**src/rtl/ov_fifo_wr_ctrl_pkg.sv**
```systemverilog
// ----------------------------------------------------------------------------
// ov_fifo_wr_ctrl_pkg
// Shared definitions for the AL422B write-side controller: FSM state encoding
// (3-bit, also used by camera_ctrl when naming the handshake phases), default
// timing constants and a small state-classification helper.
// ----------------------------------------------------------------------------
package ov_fifo_wr_ctrl_pkg;

    // Default timing / sizing values
    localparam int WRST_CYCLES_DEF    = 32'd4;
    localparam int TIMEOUT_CYCLES_DEF = 32'd2_000_000;
    localparam int CNT_W_DEF          = 32'd16;

    // Write-controller states
    typedef enum logic [2:0] {
        ST_IDLE  = 3'd0,
        ST_ARM   = 3'd1,
        ST_WRST  = 3'd2,
        ST_SYNC  = 3'd3,
        ST_WRITE = 3'd4,
        ST_DONE  = 3'd5
    } wr_state_e;

    // States in which we are waiting on the camera and can time out
    function automatic logic is_timed_state(input wr_state_e st);
        return (st == ST_ARM) || (st == ST_SYNC) || (st == ST_WRITE);
    endfunction

endpackage

```
**src/rtl/ov_fifo_wr_ctrl_if.sv**
```systemverilog
// ----------------------------------------------------------------------------
// ov_fifo_wr_ctrl_if
// Bundles the camera VSYNC pin, the reader handshake and the FIFO write-side
// controls of ov_fifo_wr_ctrl.
//   master : the write controller (drives fifo_wen/fifo_wrst/status)
//   slave  : the surroundings (camera pin, reader, FIFO)
// Signals: ov_vsync, frame_req, frame_done (to controller);
//          fifo_wen, fifo_wrst (active low), frame_ready, busy,
//          frame_cnt[CNT_W], timeout_err (from controller).
// ----------------------------------------------------------------------------
interface ov_fifo_wr_ctrl_if
    import ov_fifo_wr_ctrl_pkg::*;
#(
    parameter int CNT_W = CNT_W_DEF
);
    logic             ov_vsync;
    logic             frame_req;
    logic             frame_done;
    logic             fifo_wen;
    logic             fifo_wrst;
    logic             frame_ready;
    logic             busy;
    logic [CNT_W-1:0] frame_cnt;
    logic             timeout_err;

    modport master (
        input  ov_vsync, frame_req, frame_done,
        output fifo_wen, fifo_wrst, frame_ready, busy, frame_cnt, timeout_err
    );

    modport slave (
        output ov_vsync, frame_req, frame_done,
        input  fifo_wen, fifo_wrst, frame_ready, busy, frame_cnt, timeout_err
    );
endinterface

```
**src/rtl/ov_fifo_wr_ctrl_sync_edge.sv**
```systemverilog
// ----------------------------------------------------------------------------
// ov_fifo_wr_ctrl_sync_edge
// Two-flop synchronizer for an asynchronous pin followed by registered
// rise/fall pulse detection.
// Ports: clk, rst (sync, active high), async_in (raw pin),
//        level (synchronized level aligned with the edge pulses),
//        rise / fall (1-cycle pulses).
// A pin change sampled on edge k shows up as a pulse after edge k+2, so the
// consumer acts on edge k+3.
// ----------------------------------------------------------------------------
module ov_fifo_wr_ctrl_sync_edge (
    input  logic clk,
    input  logic rst,
    input  logic async_in,
    output logic level,
    output logic rise,
    output logic fall
);

    logic sync1_r;
    logic sync2_r;
    logic prev_r;
    logic rise_r;
    logic fall_r;

    // Synchronizer chain plus registered edge detection
    always_ff @(posedge clk) begin
        if (rst) begin
            sync1_r <= 1'b0;
            sync2_r <= 1'b0;
            prev_r  <= 1'b0;
            rise_r  <= 1'b0;
            fall_r  <= 1'b0;
        end else begin
            sync1_r <= async_in;
            sync2_r <= sync1_r;
            prev_r  <= sync2_r;
            rise_r  <= sync2_r & ~prev_r;
            fall_r  <= ~sync2_r & prev_r;
        end
    end

    // prev_r is the level that the edge pulses refer to, so a decision made
    // on level never disagrees with a pending rise/fall pulse.
    assign level = prev_r;
    assign rise  = rise_r;
    assign fall  = fall_r;

endmodule

```
**src/rtl/ov_fifo_wr_ctrl.sv**
```systemverilog
// ----------------------------------------------------------------------------
// ov_fifo_wr_ctrl
// Write-side controller for the OV7670 -> AL422B frame FIFO. Opens the FIFO
// write window for exactly one VSYNC-to-VSYNC frame, pulses the write-pointer
// reset beforehand and reports frame_ready so the reader drains a whole frame.
// Ports: clk (system clock, shared with the read side), rst (sync, active
//        high), bus (ov_fifo_wr_ctrl_if.master: vsync pin, reader handshake,
//        FIFO WEN/WRST and status outputs). All outputs are registered.
// ----------------------------------------------------------------------------
module ov_fifo_wr_ctrl
    import ov_fifo_wr_ctrl_pkg::*;
#(
    parameter int WRST_CYCLES    = WRST_CYCLES_DEF,
    parameter int TIMEOUT_CYCLES = TIMEOUT_CYCLES_DEF,
    parameter int CNT_W          = CNT_W_DEF
) (
    input  logic               clk,
    input  logic               rst,
    ov_fifo_wr_ctrl_if.master  bus
);

    localparam int WRST_W = (WRST_CYCLES > 1) ? $clog2(WRST_CYCLES) : 1;
    localparam int TO_W   = (TIMEOUT_CYCLES > 1) ? $clog2(TIMEOUT_CYCLES) : 1;
    localparam logic [WRST_W-1:0] WRST_LAST = WRST_W'(WRST_CYCLES - 1);
    localparam logic [TO_W-1:0]   TO_LAST   = TO_W'(TIMEOUT_CYCLES - 1);

    wr_state_e          state_r;
    wr_state_e          state_nxt_s;
    logic [WRST_W-1:0]  wrst_cnt_r;
    logic [TO_W-1:0]    to_cnt_r;
    logic [CNT_W-1:0]   frame_cnt_r;
    logic               fifo_wen_r;
    logic               fifo_wrst_r;
    logic               frame_ready_r;
    logic               busy_r;
    logic               timeout_err_r;
    logic               timeout_s;
    logic               to_hit_s;
    logic               vs_level_s;
    logic               vs_rise_s;
    logic               vs_fall_s;

    ov_fifo_wr_ctrl_sync_edge u_vs_sync (
        .clk      (clk),
        .rst      (rst),
        .async_in (bus.ov_vsync),
        .level    (vs_level_s),
        .rise     (vs_rise_s),
        .fall     (vs_fall_s)
    );

    // Next-state decode; a VSYNC edge always wins over a same-cycle timeout
    always_comb begin
        state_nxt_s = state_r;
        timeout_s   = 1'b0;
        to_hit_s    = (to_cnt_r == TO_LAST);
        case (state_r)
            ST_IDLE: begin
                if (bus.frame_req) begin
                    state_nxt_s = ST_ARM;
                end else begin
                    state_nxt_s = ST_IDLE;
                end
            end
            ST_ARM: begin
                if (vs_rise_s) begin
                    state_nxt_s = ST_WRST;
                end else if (to_hit_s) begin
                    state_nxt_s = ST_IDLE;
                    timeout_s   = 1'b1;
                end else begin
                    state_nxt_s = ST_ARM;
                end
            end
            ST_WRST: begin
                // Short VSYNC pulses may already be over: skip straight to WRITE
                if (wrst_cnt_r == WRST_LAST) begin
                    if (vs_level_s) begin
                        state_nxt_s = ST_SYNC;
                    end else begin
                        state_nxt_s = ST_WRITE;
                    end
                end else begin
                    state_nxt_s = ST_WRST;
                end
            end
            ST_SYNC: begin
                if (vs_fall_s) begin
                    state_nxt_s = ST_WRITE;
                end else if (to_hit_s) begin
                    state_nxt_s = ST_IDLE;
                    timeout_s   = 1'b1;
                end else begin
                    state_nxt_s = ST_SYNC;
                end
            end
            ST_WRITE: begin
                if (vs_rise_s) begin
                    state_nxt_s = ST_DONE;
                end else if (to_hit_s) begin
                    state_nxt_s = ST_IDLE;
                    timeout_s   = 1'b1;
                end else begin
                    state_nxt_s = ST_WRITE;
                end
            end
            ST_DONE: begin
                if (bus.frame_done) begin
                    if (bus.frame_req) begin
                        state_nxt_s = ST_ARM;
                    end else begin
                        state_nxt_s = ST_IDLE;
                    end
                end else begin
                    state_nxt_s = ST_DONE;
                end
            end
            default: begin
                state_nxt_s = ST_IDLE;
            end
        endcase
    end

    // State register plus WRST pulse and timeout counters (cleared on any state change)
    always_ff @(posedge clk) begin
        if (rst) begin
            state_r    <= ST_IDLE;
            wrst_cnt_r <= '0;
            to_cnt_r   <= '0;
        end else begin
            state_r <= state_nxt_s;
            if (state_nxt_s != state_r) begin
                wrst_cnt_r <= '0;
                to_cnt_r   <= '0;
            end else begin
                if (state_r == ST_WRST) begin
                    wrst_cnt_r <= wrst_cnt_r + WRST_W'(1);
                end
                if (is_timed_state(state_r)) begin
                    to_cnt_r <= to_cnt_r + TO_W'(1);
                end
            end
        end
    end

    // Registered outputs decoded from the next state so they switch with the state
    always_ff @(posedge clk) begin
        if (rst) begin
            fifo_wen_r    <= 1'b0;
            fifo_wrst_r   <= 1'b1;
            frame_ready_r <= 1'b0;
            busy_r        <= 1'b0;
            timeout_err_r <= 1'b0;
            frame_cnt_r   <= '0;
        end else begin
            fifo_wen_r    <= (state_nxt_s == ST_WRITE);
            fifo_wrst_r   <= (state_nxt_s != ST_WRST);
            frame_ready_r <= (state_nxt_s == ST_DONE);
            busy_r        <= (state_nxt_s != ST_IDLE);
            timeout_err_r <= timeout_s;
            if ((state_nxt_s == ST_DONE) && (state_r != ST_DONE)) begin
                frame_cnt_r <= frame_cnt_r + CNT_W'(1);
            end
        end
    end

    assign bus.fifo_wen    = fifo_wen_r;
    assign bus.fifo_wrst   = fifo_wrst_r;
    assign bus.frame_ready = frame_ready_r;
    assign bus.busy        = busy_r;
    assign bus.frame_cnt   = frame_cnt_r;
    assign bus.timeout_err = timeout_err_r;

endmodule

```
**src/flat_wrapper.sv**
```systemverilog
// flat-port wrapper written by rule: the top's interface ports become plain ports
module ov_fifo_wr_ctrl_flat import ov_fifo_wr_ctrl_pkg::*;
#(
    parameter int WRST_CYCLES    = WRST_CYCLES_DEF,
    parameter int TIMEOUT_CYCLES = TIMEOUT_CYCLES_DEF,
    parameter int CNT_W          = CNT_W_DEF
)
  (clk, rst, bus_ov_vsync, bus_frame_req, bus_frame_done, bus_fifo_wen, bus_fifo_wrst, bus_frame_ready, bus_busy, bus_frame_cnt, bus_timeout_err);
  ov_fifo_wr_ctrl_if #(.CNT_W(CNT_W)) bus_i ();
  input  logic clk;
  input  logic rst;
  input wire logic [$bits(bus_i.ov_vsync)-1:0] bus_ov_vsync;
  input wire logic [$bits(bus_i.frame_req)-1:0] bus_frame_req;
  input wire logic [$bits(bus_i.frame_done)-1:0] bus_frame_done;
  output wire logic [$bits(bus_i.fifo_wen)-1:0] bus_fifo_wen;
  output wire logic [$bits(bus_i.fifo_wrst)-1:0] bus_fifo_wrst;
  output wire logic [$bits(bus_i.frame_ready)-1:0] bus_frame_ready;
  output wire logic [$bits(bus_i.busy)-1:0] bus_busy;
  output wire logic [$bits(bus_i.frame_cnt)-1:0] bus_frame_cnt;
  output wire logic [$bits(bus_i.timeout_err)-1:0] bus_timeout_err;
  assign bus_i.ov_vsync = bus_ov_vsync;
  assign bus_i.frame_req = bus_frame_req;
  assign bus_i.frame_done = bus_frame_done;
  assign bus_fifo_wen = bus_i.fifo_wen;
  assign bus_fifo_wrst = bus_i.fifo_wrst;
  assign bus_frame_ready = bus_i.frame_ready;
  assign bus_busy = bus_i.busy;
  assign bus_frame_cnt = bus_i.frame_cnt;
  assign bus_timeout_err = bus_i.timeout_err;
  ov_fifo_wr_ctrl #(.WRST_CYCLES(WRST_CYCLES), .TIMEOUT_CYCLES(TIMEOUT_CYCLES), .CNT_W(CNT_W)) u_core (.clk(clk), .rst(rst), .bus(bus_i));
endmodule
```
**config.mk**
```make
export PLATFORM = sky130hd
export DESIGN_NAME = ov_fifo_wr_ctrl_flat
export DESIGN_NICKNAME = d
export VERILOG_FILES = /design/src/rtl/ov_fifo_wr_ctrl_pkg.sv /design/src/rtl/ov_fifo_wr_ctrl_if.sv /design/src/rtl/ov_fifo_wr_ctrl_sync_edge.sv /design/src/rtl/ov_fifo_wr_ctrl.sv /design/src/flat_wrapper.sv
export SDC_FILE = /design/constraint.sdc
export NUM_CORES = 1
export LEC_CHECK = 0
export BUFFER_PORTS_ARGS = -buffer_cell sky130_fd_sc_hd__clkbuf_2
export CAP_MARGIN = 0
export CELL_PAD_IN_SITES_DETAIL_PLACEMENT = 1
export CELL_PAD_IN_SITES_GLOBAL_PLACEMENT = 2
export CORE_MARGIN = 5
export CORE_UTILIZATION = 32
export DETAILED_ROUTE_END_ITERATION = 12
export PLACE_DENSITY_LB_ADDON = 0.1
export REMOVE_ABC_BUFFERS = 1
export SLEW_MARGIN = 20
export SYNTH_ARGS = -nofsm -noshare
export SYNTH_HDL_FRONTEND = slang
export SYNTH_SLANG_ARGS = --single-unit
```
**constraint.sdc**
```tcl
create_clock -name clk -period 2.03 [get_ports clk]
set_clock_uncertainty 0.1 [all_clocks]
set_input_delay 0.406 -clock clk [delete_from_list [all_inputs] [get_ports clk]]
set_output_delay 0.406 -clock clk [all_outputs]
set_load 0.01 [all_outputs]
```
==> flow_metrics.tcl <==
set metrics [dict create \
    seq_area_um2 1050 \
    portBuffers 25 \
    syn_to_final_growth_pct 26.7 \
    clockBufferDepth 2 \
    worstSetupPathType "flop to flop" \
    synth_commonest_cells "dfxtp_1, nor2_1, xor2_1" \
    status "complete, no violations" \
    setup_viol 0 \
    synth_async_sr_flop_share_pct 0 \
    synth_edf_count 0 \
    viasPerCell 4.80 \
    ys_top_cells_by_area "dfxtp_1, xor2_1, nor2_1" \
    crit_arrival_ns 2.07 \
    die_w_um 96.0 \
    yosys_warnings 0 \
    final.period_utilization_pct 94.5 \
    htree_num_levels 2 \
    core_area_um2 7210 \
    fill_cells 897 \
    root_buffer "clkbuf_8" \
    finalMaxSlewViolations 0 \
    grt_pass1_wl_mm 10.0 \
    grt_pass1_vias 2168 \
    p_leak_nw 1.18 \
    syn_avg_cell_area_um2 8.70 \
    synth_largest_area_cell "dfxtp_1" \
    drive_above_1_share_pct 27.1 \
    io_pins 26 \
    die_y_um 96.0 \
    netlist-cell-type-count 46 \
    synth_most_common_cell "dfxtp_1" \
    hold_path_class "input port to flop" \
    clkTransAtPathRegs_ns 0.10 \
    place_hpwl_mm 4.35 \
    fin_crit_ns 1.92 \
    total_power_mw 1.89 \
    num_vias 2036 \
    drt_wl_total_mm 5.86 \
    grt_max_degree 28 \
    ys_seq_elements 52 \
    grt_usage_pct 13.9 \
    antenna_found_initial 0 \
    drc 0 \
    multi_input_area_um2 1330 \
    synthCells 272 \
    ys.flop_type "dfxtp_1" \
    grt_overflow 0 \
    ant_nets 0 \
    vdd_ir_drop_max_mv 0.278 \
    max_freq_mhz 521 \
    hold_viol_final 0 \
    fin_ws_ns 0.111 \
    synth_top_area_share_pct 44.0 \
    ctsHoldBuffers 0 \
    rows 31 \
    path_max_fanout 10 \
    syn_area_um2 2370 \
    startpoint "u_core.to_cnt_r[17]" \
    nNetsFinal 332 \
    die_area_um2 9210 \
    min-delay-start "bus_ov_vsync" \
    start_util_pct 32.8 \
    clkLatencyLatePin_ns 0.31 \
    drt_iter0_drc 68 \
    yosysSeqAreaShare_pct 44.0 \
    wl_per_cell_um 13.8 \
    r2r-start "u_core.to_cnt_r[17]" \
    dr.pass1.iters 4 \
    power_density_nw_per_um2 631 \
    pre_cts_ws_ns -0.00491 \
    clock-sinks 52 \
    cp-end-kind "flop" \
    cp-start-kind "flop" \
    worst_slew_pin_slew_ns 0.373 \
    worst_ep_required_time_ns 2.18 \
    drv_cap 0 \
    maxSlewHeadroom_pct 74.8 \
    cts_buffers 5 \
    finalWeightedCongestion 0.762 \
    cts_tree "yes" \
    diodes 0 \
]
worst max-delay path, stage by stage (launching register included):
cell and delay [ns]:
dfxtp_2 0.35, and3_1 0.20, and4_1 0.20, and4b_2 0.26, a211o_1 0.30, nand2b_4 0.18
clkbuf_16 0.18, nor2_1 0.10
routing by layer:
metal | up-vias | track usage (%) | share of wire (%)
met5 | - | 0 | 0
met4 | 0 | 3.67 | 0.91
met3 | 4 | 3.05 | 2.6
met2 | 19 | 23.6 | 48
met1 | 975 | 17.6 | 49
li1 | 1038 | - | -
worst paths after layout:
path              slack, ns                       end  depth (start not counted)
setup / recovery       0.11       u_core.to_cnt_r[18]                          7
hold / removal         0.21  u_core.u_vs_sync.sync1_r                          2
setup reg to reg       0.11       u_core.to_cnt_r[18]                          7
hold reg to reg        0.34     u_core.u_vs_sync.fall                          1
per-stage QoR:
step / hold slack, ns / area (um^2) / setup TNS [ns] / cells / util, %
after CTS: 0.208 / 2870 / 0 / 421 / 39.8
after global placement: 0.312 / 2770 / -0.00908 / 412 / 38.3
after floorplan: 0.288 / 2320 / -12.24 / 263 / -
after detailed placement: 0.322 / 2770 / -0.00491 / 412 / 38.3
after global routing: 0.237 / 3000 / -0.000560 / 424 / 41.6
final: 0.214 / 3000 / 0 / 424 / 41.6
cell usage in the layout, fill, tap and decap left out, drive strengths merged, types with 3 or more instances in the layout:
| cell | instances |
|---|---|
| a21oi | 7 |
| a22oi | 3 |
| and3 | 4 |
| and4 | 3 |
| buf | 28 |
| clkbuf | 32 |
| dfxtp | 52 |
| ha | 3 |
| inv | 5 |
| nand2 | 23 |
| nand2b | 6 |
| nand3 | 15 |
| nand4 | 8 |
| nor2 | 47 |
| nor2b | 8 |
| nor3 | 6 |
| o21ai | 10 |
| or3 | 4 |
| xnor2 | 7 |
| xor2 | 23 |
registers in the layout, indices dropped and copies added (netlist names):
register,count
u_core.bus.timeout_err,1
u_core.bus.fifo_wrst,1
u_core.to_cnt_r,21
u_core.u_vs_sync.rise,1
u_core.u_vs_sync.sync1_r,1
u_core.u_vs_sync.sync2_r,1
u_core.wrst_cnt_r,2
u_core.bus.frame_ready,1
u_core.bus.fifo_wen,1
u_core.bus.busy,1
u_core.bus.frame_cnt,16
u_core.u_vs_sync.fall,1
u_core.state_r,3
u_core.u_vs_sync.level,1
cell families after synthesis:
family	share of synthesized area (%)
and+or+nand+nor	30.8
adders and majority gates	1.59
xor gates and xnor gates	11.1
muxes	0.846
AOI/OAI and AO/OA	8.83
DFF	44.0
buffers and inverters	2.86
area by class of cell:
| cell class | instances | share of cell area (%) |
|---|---|---|
| sequential | 52 | 35.0 |
| tap | 99 | 4.13 |
| timing repair buffer | 54 | 12.6 |
| clock inverter | 2 | 0.501 |
| multi-input combinational | 206 | 44.4 |
| clock buffer | 6 | 2.75 |
| inverter | 5 | 0.626 |
power by group:
group          total (mW)  switching, mW  internal (mW)
clock               0.633          0.357          0.277
combinational       0.203          0.114         0.0896
sequential           1.05         0.0157           1.04
total                1.89          0.486           1.40
what timing repair did:
item                       in CTS  in global routing
pin swaps                       0                  7
setup endpoints to repair       2                 34
gates cloned                    0                  1
buffers inserted                1                  2
resized for setup               0                 23
(Power assumes the default switching activity.)
